$ cat src/rtl/rsensor.sv
// Ultrasonic range sensor model: accepts a debounced trigger and returns an echo pulse whose width encodes distance.
// Latency: trigger rise to echo rise = 2 + TRIG_MIN_CYCLES + ECHO_DELAY_CYCLES cycles (+/-1 for async alignment).
// Backpressure: none; triggers arriving outside IDLE/ARM are dropped, never queued.
//
// Ports:
//    clk      - single clock, rising edge
//    rst      - synchronous active-high reset; aborts any measurement in progress
//    in_trig  - asynchronous trigger request (must be seen low before it can fire again)
//    out_echo - registered echo pulse, width = DIST_CM*CYCLES_PER_CM (or TIMEOUT_CYCLES if out of range)
//    out_busy - high whenever the FSM is not IDLE
//
// All cycle-count parameters are expected to be >= 1; a value of 0 behaves like 1.

module rsensor #(
   parameter int TRIG_MIN_CYCLES   = 10,
   parameter int ECHO_DELAY_CYCLES = 20,
   parameter int CYCLES_PER_CM     = 4,
   parameter int DIST_CM           = 25,
   parameter int MIN_CM            = 2,
   parameter int MAX_CM            = 400,
   parameter int TIMEOUT_CYCLES    = 2000,
   parameter int COOLDOWN_CYCLES   = 50
) (
   input  logic clk,
   input  logic rst,
   input  logic in_trig,
   output logic out_echo,
   output logic out_busy
);

   // Echo width is fixed at elaboration: in-range targets scale with distance,
   // anything outside the valid window reports the timeout width.
   localparam logic [31:0] ECHO_W =
      ((DIST_CM >= MIN_CM) && (DIST_CM <= MAX_CM)) ? 32'(DIST_CM * CYCLES_PER_CM)
                                                   : 32'(TIMEOUT_CYCLES);
   localparam logic [31:0] TRIG_N = 32'(TRIG_MIN_CYCLES);
   localparam logic [31:0] DLY_N  = 32'(ECHO_DELAY_CYCLES);
   localparam logic [31:0] COOL_N = 32'(COOLDOWN_CYCLES);

   localparam logic [2:0] S_IDLE     = 3'd0;
   localparam logic [2:0] S_ARM      = 3'd1;
   localparam logic [2:0] S_DELAY    = 3'd2;
   localparam logic [2:0] S_ECHO     = 3'd3;
   localparam logic [2:0] S_COOLDOWN = 3'd4;

   logic        trig_m;     // first synchronizer stage (may go metastable)
   logic        trig_s;     // synchronized trigger
   logic        trig_prev;  // trig_s from the previous cycle, for edge detection
   logic [1:0]  fill;       // marks when trig_s carries real post-reset samples
   logic [2:0]  state;
   logic [31:0] cnt;
   logic        trig_rise;

   // The synchronizer flops reset to 0, which would look like a low phase of
   // in_trig. Edge detection (and the history register) is held off until
   // two real samples have passed through, so a trigger held high across
   // reset must genuinely go low before it can fire.
   assign trig_rise = fill[1] & trig_s & ~trig_prev;

   assign out_busy = (state != S_IDLE);

   always_ff @(posedge clk) begin
      if (rst) begin
         trig_m    <= 1'b0;
         trig_s    <= 1'b0;
         fill      <= 2'b00;
         trig_prev <= 1'b1;
         state     <= S_IDLE;
         cnt       <= 32'd0;
         out_echo  <= 1'b0;
      end else begin
         trig_m <= in_trig;
         trig_s <= trig_m;
         fill   <= {fill[0], 1'b1};
         if (fill[1]) begin
            trig_prev <= trig_s;
         end

         case (state)
            S_IDLE: begin
               out_echo <= 1'b0;
               cnt      <= 32'd0;
               if (trig_rise) begin
                  // The rising-edge cycle itself is the first high cycle.
                  cnt   <= 32'd1;
                  state <= (TRIG_N <= 32'd1) ? S_DELAY : S_ARM;
               end
            end

            S_ARM: begin
               if (!trig_s) begin
                  // Trigger released before qualifying: glitch, no echo.
                  state <= S_IDLE;
                  cnt   <= 32'd0;
               end else if ((cnt + 32'd1) >= TRIG_N) begin
                  state <= S_DELAY;
                  cnt   <= 32'd1;
               end else begin
                  cnt <= cnt + 32'd1;
               end
            end

            S_DELAY: begin
               if (cnt >= DLY_N) begin
                  // Raise the echo on the same edge that enters ECHO so the
                  // pulse occupies exactly the ECHO-state cycles.
                  state    <= S_ECHO;
                  cnt      <= 32'd1;
                  out_echo <= 1'b1;
               end else begin
                  cnt <= cnt + 32'd1;
               end
            end

            S_ECHO: begin
               if (cnt >= ECHO_W) begin
                  state    <= S_COOLDOWN;
                  cnt      <= 32'd1;
                  out_echo <= 1'b0;
               end else begin
                  cnt <= cnt + 32'd1;
               end
            end

            S_COOLDOWN: begin
               out_echo <= 1'b0;
               if (cnt >= COOL_N) begin
                  state <= S_IDLE;
                  cnt   <= 32'd0;
               end else begin
                  cnt <= cnt + 32'd1;
               end
            end

            default: begin
               state    <= S_IDLE;
               cnt      <= 32'd0;
               out_echo <= 1'b0;
            end
         endcase
      end
   end

endmodule

$ cat config.mk
export PLATFORM = sky130hd
export DESIGN_NAME = rsensor
export DESIGN_NICKNAME = d
export VERILOG_FILES = /design/src/rtl/rsensor.sv
export SDC_FILE = /design/constraint.sdc
export NUM_CORES = 1
export LEC_CHECK = 0
export ABC_AREA = 0
export CAP_MARGIN = 40
export CORE_MARGIN = 8
export CORE_UTILIZATION = 45
export DETAILED_ROUTE_END_ITERATION = 7
export HOLD_SLACK_MARGIN = 0.06
export PLACE_DENSITY = 0.71
export SYNTH_ARGS = -nofsm -noshare
export SYNTH_HDL_FRONTEND = slang
export SYNTH_SLANG_ARGS = --single-unit
$ cat constraint.sdc
create_clock -name clk -period 3.1 [get_ports clk]
set_input_delay 0.31 -clock clk [delete_from_list [all_inputs] [get_ports clk]]
set_output_delay 0.31 -clock clk [all_outputs]
set_load 0.03 [all_outputs]
==> impl_metrics.ini <==
[outcome]
run_status = complete, no violations

[sta]
fin_skew_ns = 0.008989
timing.max_slew.rel_slack_pct = 60.94
finalWorstPathRequiredPeriod_ns = 2.811
final.period_utilization_pct = 90.69
rsz0062_at_grt = no
setup_tns_ns = 0
worst_pin_slew_ns = 0.5805
finalSetupViolCount = 0
hold_viol = 0
drv_slew = 0
max_freq_mhz = 355.7

[synth]
synth.most_common_cell = dfxtp_1
async_flop_share_pct = 0
synth_cell_types = 49
cell_count_after_synthesis = 239
synth_top_cell_area_share_pct = 39.52
synth_common_cells = dfxtp_1 (41), nor2_1 (28), nand2_1 (13), nand3_1 (13), nor4_1 (11)
post_synth_main_area_contributors = dfxtp_1 (40%), nor2_1 (5.1%), xor2_1 (3.4%), nor4_1 (3.3%), nand3_1 (3.1%)
synth_flop_cell = dfxtp_1
number_of_enable_type_register_cells_in_the_synthesized_netlist = 0
ys_warn_count = 0
ys_ff_latch = 41
synth_seq_area_share_pct = 39.52
netlist_area_mm2 = 0.002077
yosys.area.top_type = dfxtp_1
syn-mean-instance-area_um2 = 8.690

[cells_and_area]
drive_gt1_share_pct = 8.088
final.fill_count = 410
n_antenna_cell = 0
instances_no_fill = 324
multi_input_comb_area_mm2 = 0.001292
fin_nets = 278
final-seq-area_um2 = 820.8
layout-area-overhead-vs-synth_pct = 13.49

[power_and_ir_drop]
cellInternalPower_mw = 0.7438
netSwitchingPower_mw = 0.2163
clockPowerShare_pct = 35.8
totalPowerFinal_mw = 0.9601
pwr_density_cell_mw_per_mm2 = 407.3
leakagePower_nw = 0.8742
power.ir.vdd_worst_mv = 0.2508
power_frac_comb_pct = 4.4
sequentialPowerShare_pct = 59.8
netSwitchingFraction_pct = 22.53

[cts]
insertion_delay_ns = 0.29
cts_resized = 0
post_cts_setup_driven_buffer_insertion_count = 0
cts_inserted_buffers = 5
clkSinkCount = 41
cts_htree_levels = 2
tritoncts_clock_tree = yes
post_cts_hold_buffer_count = 0
cts.clk_slew.worst_paths_ns = 0.07
cts.root.buffer_cell = clkbuf_8
cts_buffer_depth = 2

[routing]
drc_errors = 0
route.detailed.wl_per_inst_um = 13.06
detail_route.wirelength_mm = 4.230
vias = 1755
detail_route.vias_per_cell = 5.417
drt-pass1-iter-count = 4
drt-initial-drc-count = 107
drtAntennaViolNets = 0

[floorplanning]
design.portCount = 5
die-area_mm2 = 0.007045
core_mm2 = 0.004414
placementRows = 24
floorplan.initialDensity_pct = 47.05
die_x_um = 83.94
height_of_the_die_um = 83.94

[placement]
routabilityCongestion = 0.8604
port_buffers = 4
place_inst = 317
hpwl_mm = 3.175

[critical_path]
required_ns = 3.32
crit_type = reg -> reg
path_cells = ha_1, nand3_1, nor3_1, and2_1, a31oi_1, or3_1, nor4_4, o211ai_2, nor2_1
worst_ep_arrival_time_ns = 3.03
crit_path_start_kind = register
crit_fanout = 8
setup.worst_path.end_class = register
cpMaxStageDelayCell = nor3_1
max_stage_delay_ns = 0.50

[global_routing]
number_of_global_route_vias_before_repair = 1600
initial_antenna_violation_count = 0
grt_first_pass_wirelength_mm = 7.210
groute.usage.overall_pct = 12.26
grt-ovfl-total = 0
pin_count_of_the_biggest_net_entering_global_routing = 12

[run]
max-cap-violations = 0

[hold_path]
hp-class = reg -> reg
logic make-up after synthesis:
logic type	count (synthesis)	synth area share (%)
compound gates	36	12.17
other cells	1	0.1805
flops	41	39.52
buf+inv	13	2.590
xor+xnor	15	6.325
mux	2	1.024
fa+ha+maj	3	1.807
simple gates	128	36.39
worst paths after layout:
check | startpoint | to | slack [ns] | cells past startpoint
worst max-delay path | cnt[0] | cnt[4] | 0.29 | 9
worst min-delay path | fill[0] | fill[1] | 0.44 | 1
worst max register to register | cnt[0] | cnt[4] | 0.29 | 9
worst min register to register | fill[0] | fill[1] | 0.44 | 1
sequential cells by signal (all words and copies together), names as in the netlist:
register / flops
cnt: 32
state: 3
fill: 2
out_echo: 1
trig_m: 1
trig_prev: 1
trig_s: 1
routing by layer:
layer  share of wire [%]  vias to the layer above  GRT usage (%)
met5                   0                        -              0
met4                 2.9                        0          6.122
met3                 5.7                       14          4.297
met2                  44                       46          17.82
met1                  48                      781          15.53
li1                    -                      914              -
placed cells by master, fill, tap and decap left out, types with 3 or more instances in the layout:
cell type	n
or2_2	3
clkbuf_8	6
nor3b_1	5
nor3_1	8
a21oi_1	9
nand2_1	13
nand2b_1	4
inv_1	8
clkdlybuf4s50_1	4
o21ai_0	5
nor2_1	28
a211oi_1	3
nor4_1	11
or3_1	6
xnor2_1	7
nand3_1	13
and3_1	5
nand4_2	3
xor2_1	8
ha_1	3
buf_4	3
and2_1	3
nand4_1	10
a31oi_1	3
nor2b_1	8
conb_1	25
dfxtp_1	41
stage by stage:
step	hold WS (ns)	utilization [%]	setup WS, ns	cell area [µm²]
2_1_floorplan	0.3791	-	0.5463	2167
3_3_place_gp	0.4154	51.45	0.3494	2271
3_5_place_dp	0.4293	51.45	0.3027	2271
4_1_cts	0.4461	53.40	0.2579	2357
5_1_grt	0.4702	53.40	0.04852	2357
6_report	0.4419	53.40	0.2885	2357
worst max-delay path: cells and delay by family (launching register included):
family	cells	cell delay [ns]
adder cells (fa/ha/maj)	1	0.24
flip-flops	1	0.34
AND/OR/NAND/NOR	6	1.88
AO/OA/AOI/OAI	2	0.27
cell type report:
type	count	share of cell area, %
repair buffers	7	2.654
well taps	52	2.760
inverters	8	1.274
flip-flops and latches	41	34.82
multi-input cells	209	54.83
clock buffers	7	3.662
power groups by stage:
| stage | combinational (mW) | sequential (mW) | clock (mW) |
|---|---|---|---|
| 5_1_grt | 0.0480 | 0.576 | 0.372 |
| 3_5_place_dp | 0.0413 | 0.585 | 0 |
| 2_1_floorplan | 0.0335 | 0.578 | 0 |
| 6_report | 0.0422 | 0.574 | 0.344 |
| 3_3_place_gp | 0.0415 | 0.585 | 0 |
| 4_1_cts | 0.0415 | 0.573 | 0.356 |
Note: power is estimated with default switching activity, not from simulation.
==> RTL change 1, RTL diff (same settings) <==
Add an input register stage for `in_trig`, cleared by the reset; this delays it by one clock.
--- a/src/rtl/rsensor.sv
+++ b/src/rtl/rsensor.sv
@@ -44,4 +44,14 @@
    localparam logic [2:0] S_COOLDOWN = 3'd4;
 
+   logic in_trig_q;
+
+   always_ff @(posedge clk) begin
+      if (rst) begin
+         in_trig_q <= '0;
+      end else begin
+         in_trig_q <= in_trig;
+      end
+   end
+
    logic        trig_m;     // first synchronizer stage (may go metastable)
    logic        trig_s;     // synchronized trigger
@@ -70,5 +80,5 @@
          out_echo  <= 1'b0;
       end else begin
-         trig_m <= in_trig;
+         trig_m <= in_trig_q;
          trig_s <= trig_m;
          fill   <= {fill[0], 1'b1};
Check against the original RTL: not equivalent (Yosys sat finds a counterexample within 10 cycles, from zero or initial values and one cycle with rst high).
==> RTL change 1 against the original RTL <==
- worst setup slack better by 0.044 ns
- first-iteration DRC count up 2.8%
- wire length up 6.3%
- cell area up 3.1%
- sequential cell count up 1
- synthesized area up 4.5%
- global-route usage up 0.73 points
- critical path type unchanged
- critical endpoint is now cnt[6]
- largest cell class unchanged
Power is not compared: it rests on default switching activity, and its combinational part moved more than twofold at a synthesized area within 25%.
==> RTL change 1: results (changes against the original RTL) <==
WHS 0.443 ns (+0.00111 ns); asr flop ratio synth 0 (unchanged); R2R Path End cnt[6]; Cells after Synth 236 (-1.3%); Slew HR 0.614 (+0.00492); non-filler instance count after layout 317 (-2.2%); wl on met1 2.30 mm (+14%); Bufs on Longest Clock Path 2 (unchanged); Worst Clk Skew 0.00352 ns (-0.00547 ns); Hold Path Sink trig_s; routing usage on met3 0.0347 (-0.00822); Reg-to-Reg Start cnt[0]; number of global-route vias before repair 1607 (+0.44%); RePlAce Congestion 0.963 (+12%); DR vias 1787 (+1.8%); GRT Total Usage 0.130 (+0.00733); sequential fraction of the synthesis area 0.387 (-0.00786); GR Util met1 0.177 (+0.0217); Cells after DPL 309 (-2.5%); critical path arrival 2.98 ns (-0.05 ns); status finished, final reports clean; wire length on met2 1.93 mm (+4.5%); Netlist cell types 54 (+10%); share of cells above drive strength 1 0.0913 (+0.0104); top layer in use met4; final wirelength 4.50 mm (+6.3%); top post-synthesis cells by count dfxtp_1 (42), nand3_1 (19), nand2_1 (17); largest net degree at the start of global routing 14 (+2); first-pass GRT wire length 7.69 mm (+6.6%); M2 GR Usage 0.191 (+0.0129); hpwl dp 3.35 mm (+5.6%); FF-to-FF setup slack 0.33 ns (+0.04 ns); source of the worst hold timing path trig_m; Critical-path top delay cell dfxtp_1; CTS clk-pin slew, worst paths ~0.08 ns; Initial DRC Count 110 (+2.8%); met3 wire len 198 microns (-18%); # nets final 268 (-3.6%); Max Fanout on Critical Path 9 (+1); VDD IR max 0.322 mV; ranking of synthesized cells by area dfxtp_1 (39%), nand3_1 (4.4%), xnor2_1 (4.0%); R2R depth 8 (-1); CTS Buf Count 5 (unchanged)
## RTL change 1: cell count changes after synthesis, sizes merged, moves of 4 or more
cell / delta
a211oi: +6
a21oi: -5
mux2i: +4
nand2: +5
nand3: +7
nand4: -5
nor2: -16
nor2b: -4
nor3b: -5
## RTL change 1: cell type report
cell class | instances | area (sq um)
well taps | 54 | 67.6
fillers | 437 | 2260
multi-input cells | 202 | 1360
clock buffers | 6 | 82.6
flip-flops and latches | 42 | 841
clock inverters | 2 | 12.5
inverters | 6 | 22.5
repair buffers | 5 | 47.5
## RTL change 1: through the flow
stage                     power, uW  cell area [sq um]  worst slack, ns
final                          1130               2430            0.332
after global routing           1200               2430            0.113
after CTS                      1140               2420            0.250
after detailed placement        781               2320            0.293
after global placement          780               2320            0.397
after floorplan                 734               2260            0.676
## RTL change 1: worst max path at each step
stage | slack, ns | depth (start not counted) | from | end
floorplan | 0.68 | 8 | cnt[0] | cnt[1]
global placement | 0.40 | 7 | cnt[0] | cnt[5]
detailed placement | 0.29 | 8 | cnt[0] | cnt[6]
CTS | 0.25 | 8 | cnt[0] | cnt[6]
global route | 0.11 | 8 | cnt[0] | cnt[6]
finish | 0.33 | 8 | cnt[0] | cnt[6]
## RTL change 1: cells by family after synthesis
logic type / after synthesis / synth area share
AND/OR/NAND/NOR: 108 / 0.311
AO/OA/AOI/OAI: 44 / 0.154
XOR/XNOR: 16 / 0.0646
flip-flops: 42 / 0.387
buffers and inverters: 16 / 0.0352
other: 1 / 0.00173
adder cells (fa/ha/maj): 3 / 0.0173
multiplexers: 6 / 0.0282
## RTL change 1: what timing repair did
item,4_1_cts,5_1_grt
hold buffers,0,0
gates resized for setup,0,1
setup endpoints to repair,0,5
==> RTL change 2, RTL diff (same flow settings) <==
Made on the original files. `TRIG_MIN_CYCLES`: 10 -> 8.
--- a/src/rtl/rsensor.sv
+++ b/src/rtl/rsensor.sv
@@ -13,5 +13,5 @@
 
 module rsensor #(
-   parameter int TRIG_MIN_CYCLES   = 10,
+   parameter int TRIG_MIN_CYCLES   = 8,
    parameter int ECHO_DELAY_CYCLES = 20,
    parameter int CYCLES_PER_CM     = 4,
Function: no difference found for any inputs over 10 cycles, from zero or initial values and one cycle with rst high; that may be too few to reach the edited logic, so the function may still have changed.
==> RTL change 2 against the original RTL <==
- utilization rose by 0.34 points
- die area grew 0.11%
- synthesized area rose by 0.12%
- non-clock buffer count rose by 1
- cell area rose by 0.64%
- sequential cell count unchanged
- largest cell class unchanged
- wire length increased by 6.0%
- clock skew about the same
- highest routed layer unchanged
- synthesized cell count up 3.3%
- cell count is 1.5% higher
- worst setup slack worse by 0.036 ns
- critical endpoint is now cnt[6]
- critical path type unchanged
Power is not compared: it rests on default switching activity, and its combinational part moved more than twofold at a synthesized area within 25%.
==> RTL change 2: results (changes against the original RTL) <==
routing usage on met3 0.0342 (-0.00879); Hold WC Path Type reg -> reg; DR WL/cell 13.6 microns (+4.4%); # nets final 281 (+1.1%); Multi-input gate area 0.00126 sq mm (-2.7%); final wirelength 4.49 mm (+6.0%); buffering overhead 0.0295 (+0.00300); Avg Inst Size Synth 8.42 sq um (-3.1%); GR Util met1 0.164 (+0.00868); share of power burned in registers 0.508; Max Fanout on Critical Path 6 (-2); Place WS 0.223 ns (-0.0796 ns); Cells after DPL 321 (+1.3%); Critical-path top delay cell o41a_1; Seq/total area 0.347 (-0.00168); first-pass GRT wire length 7.68 mm (+6.5%); number of fill cells 423 (+3.2%); share of cells above drive strength 1 0.0866 (+0.00576); inverters 11 (+3); CP peak stage delay 0.52 ns (+0.02 ns); Slew HR 0.584 (-0.0252); largest net degree at the start of global routing 13 (+1); bufs w/o clock 8 (+1); Worst Clk Skew 0.00872 ns (-0.000271 ns); GRT Total Usage 0.133 (+0.0104); sequential fraction of the synthesis area 0.395 (-0.000476); DR vias 1836 (+4.6%); met3 wire len 194 microns (-20%); final-layout clock-cell area share 0.0491 (+0.0124); top post-synthesis cells by count dfxtp_1 (41), nor2_1 (28), nand2_1 (19); final-layout clock buffer total 7 (unchanged); wl on met1 2.20 mm (+9.2%); CTS Buf Count 5 (unchanged); hpwl dp 3.45 mm (+8.5%); status finished, final reports clean; number of global-route vias before repair 1621 (+1.3%); placed cell areas 0.00225 sq mm (-0.83%); M2 GR Usage 0.210 (+0.0316); Netlist cell types 53 (+8.2%); critical path arrival 3.09 ns (+0.06 ns); wire length on met2 2.03 mm (+9.6%); multi-input gate share of total cell area 0.530 (-0.0182)
-- RTL change 2: changes by cell type after synthesis, moves of 5 or more --
cell     delta
a21oi_1     -5
nand2_1     +6
or3_1       -5
xor2_1      -7
-- RTL change 2: cells by family (layout without fill, tap and decap cells) --
group,Yosys count,after routing,synth area share
and+or+nand+nor,128,128,0.343
other,1,25,0.00180
muxes,5,5,0.0253
AOI/OAI and AO/OA,39,39,0.136
adders and majority gates,2,2,0.0120
buffers and inverters,21,27,0.0451
xor gates and xnor gates,10,10,0.0421
DFF,41,41,0.395
-- RTL change 2: worst paths after layout --
check         start  endpoint  slack, ns
max          cnt[1]    cnt[6]       0.25
min          trig_m    trig_s       0.44
max reg2reg  cnt[1]    cnt[6]       0.25
min reg2reg  trig_m    trig_s       0.44
-- RTL change 2: through the flow --
stage	hold slack [ns]	total power (uW)
floorplan	0.382	740
global placement	0.415	794
detailed placement	0.424	795
CTS	0.443	1240
global route	0.462	1290
finish	0.440	1230
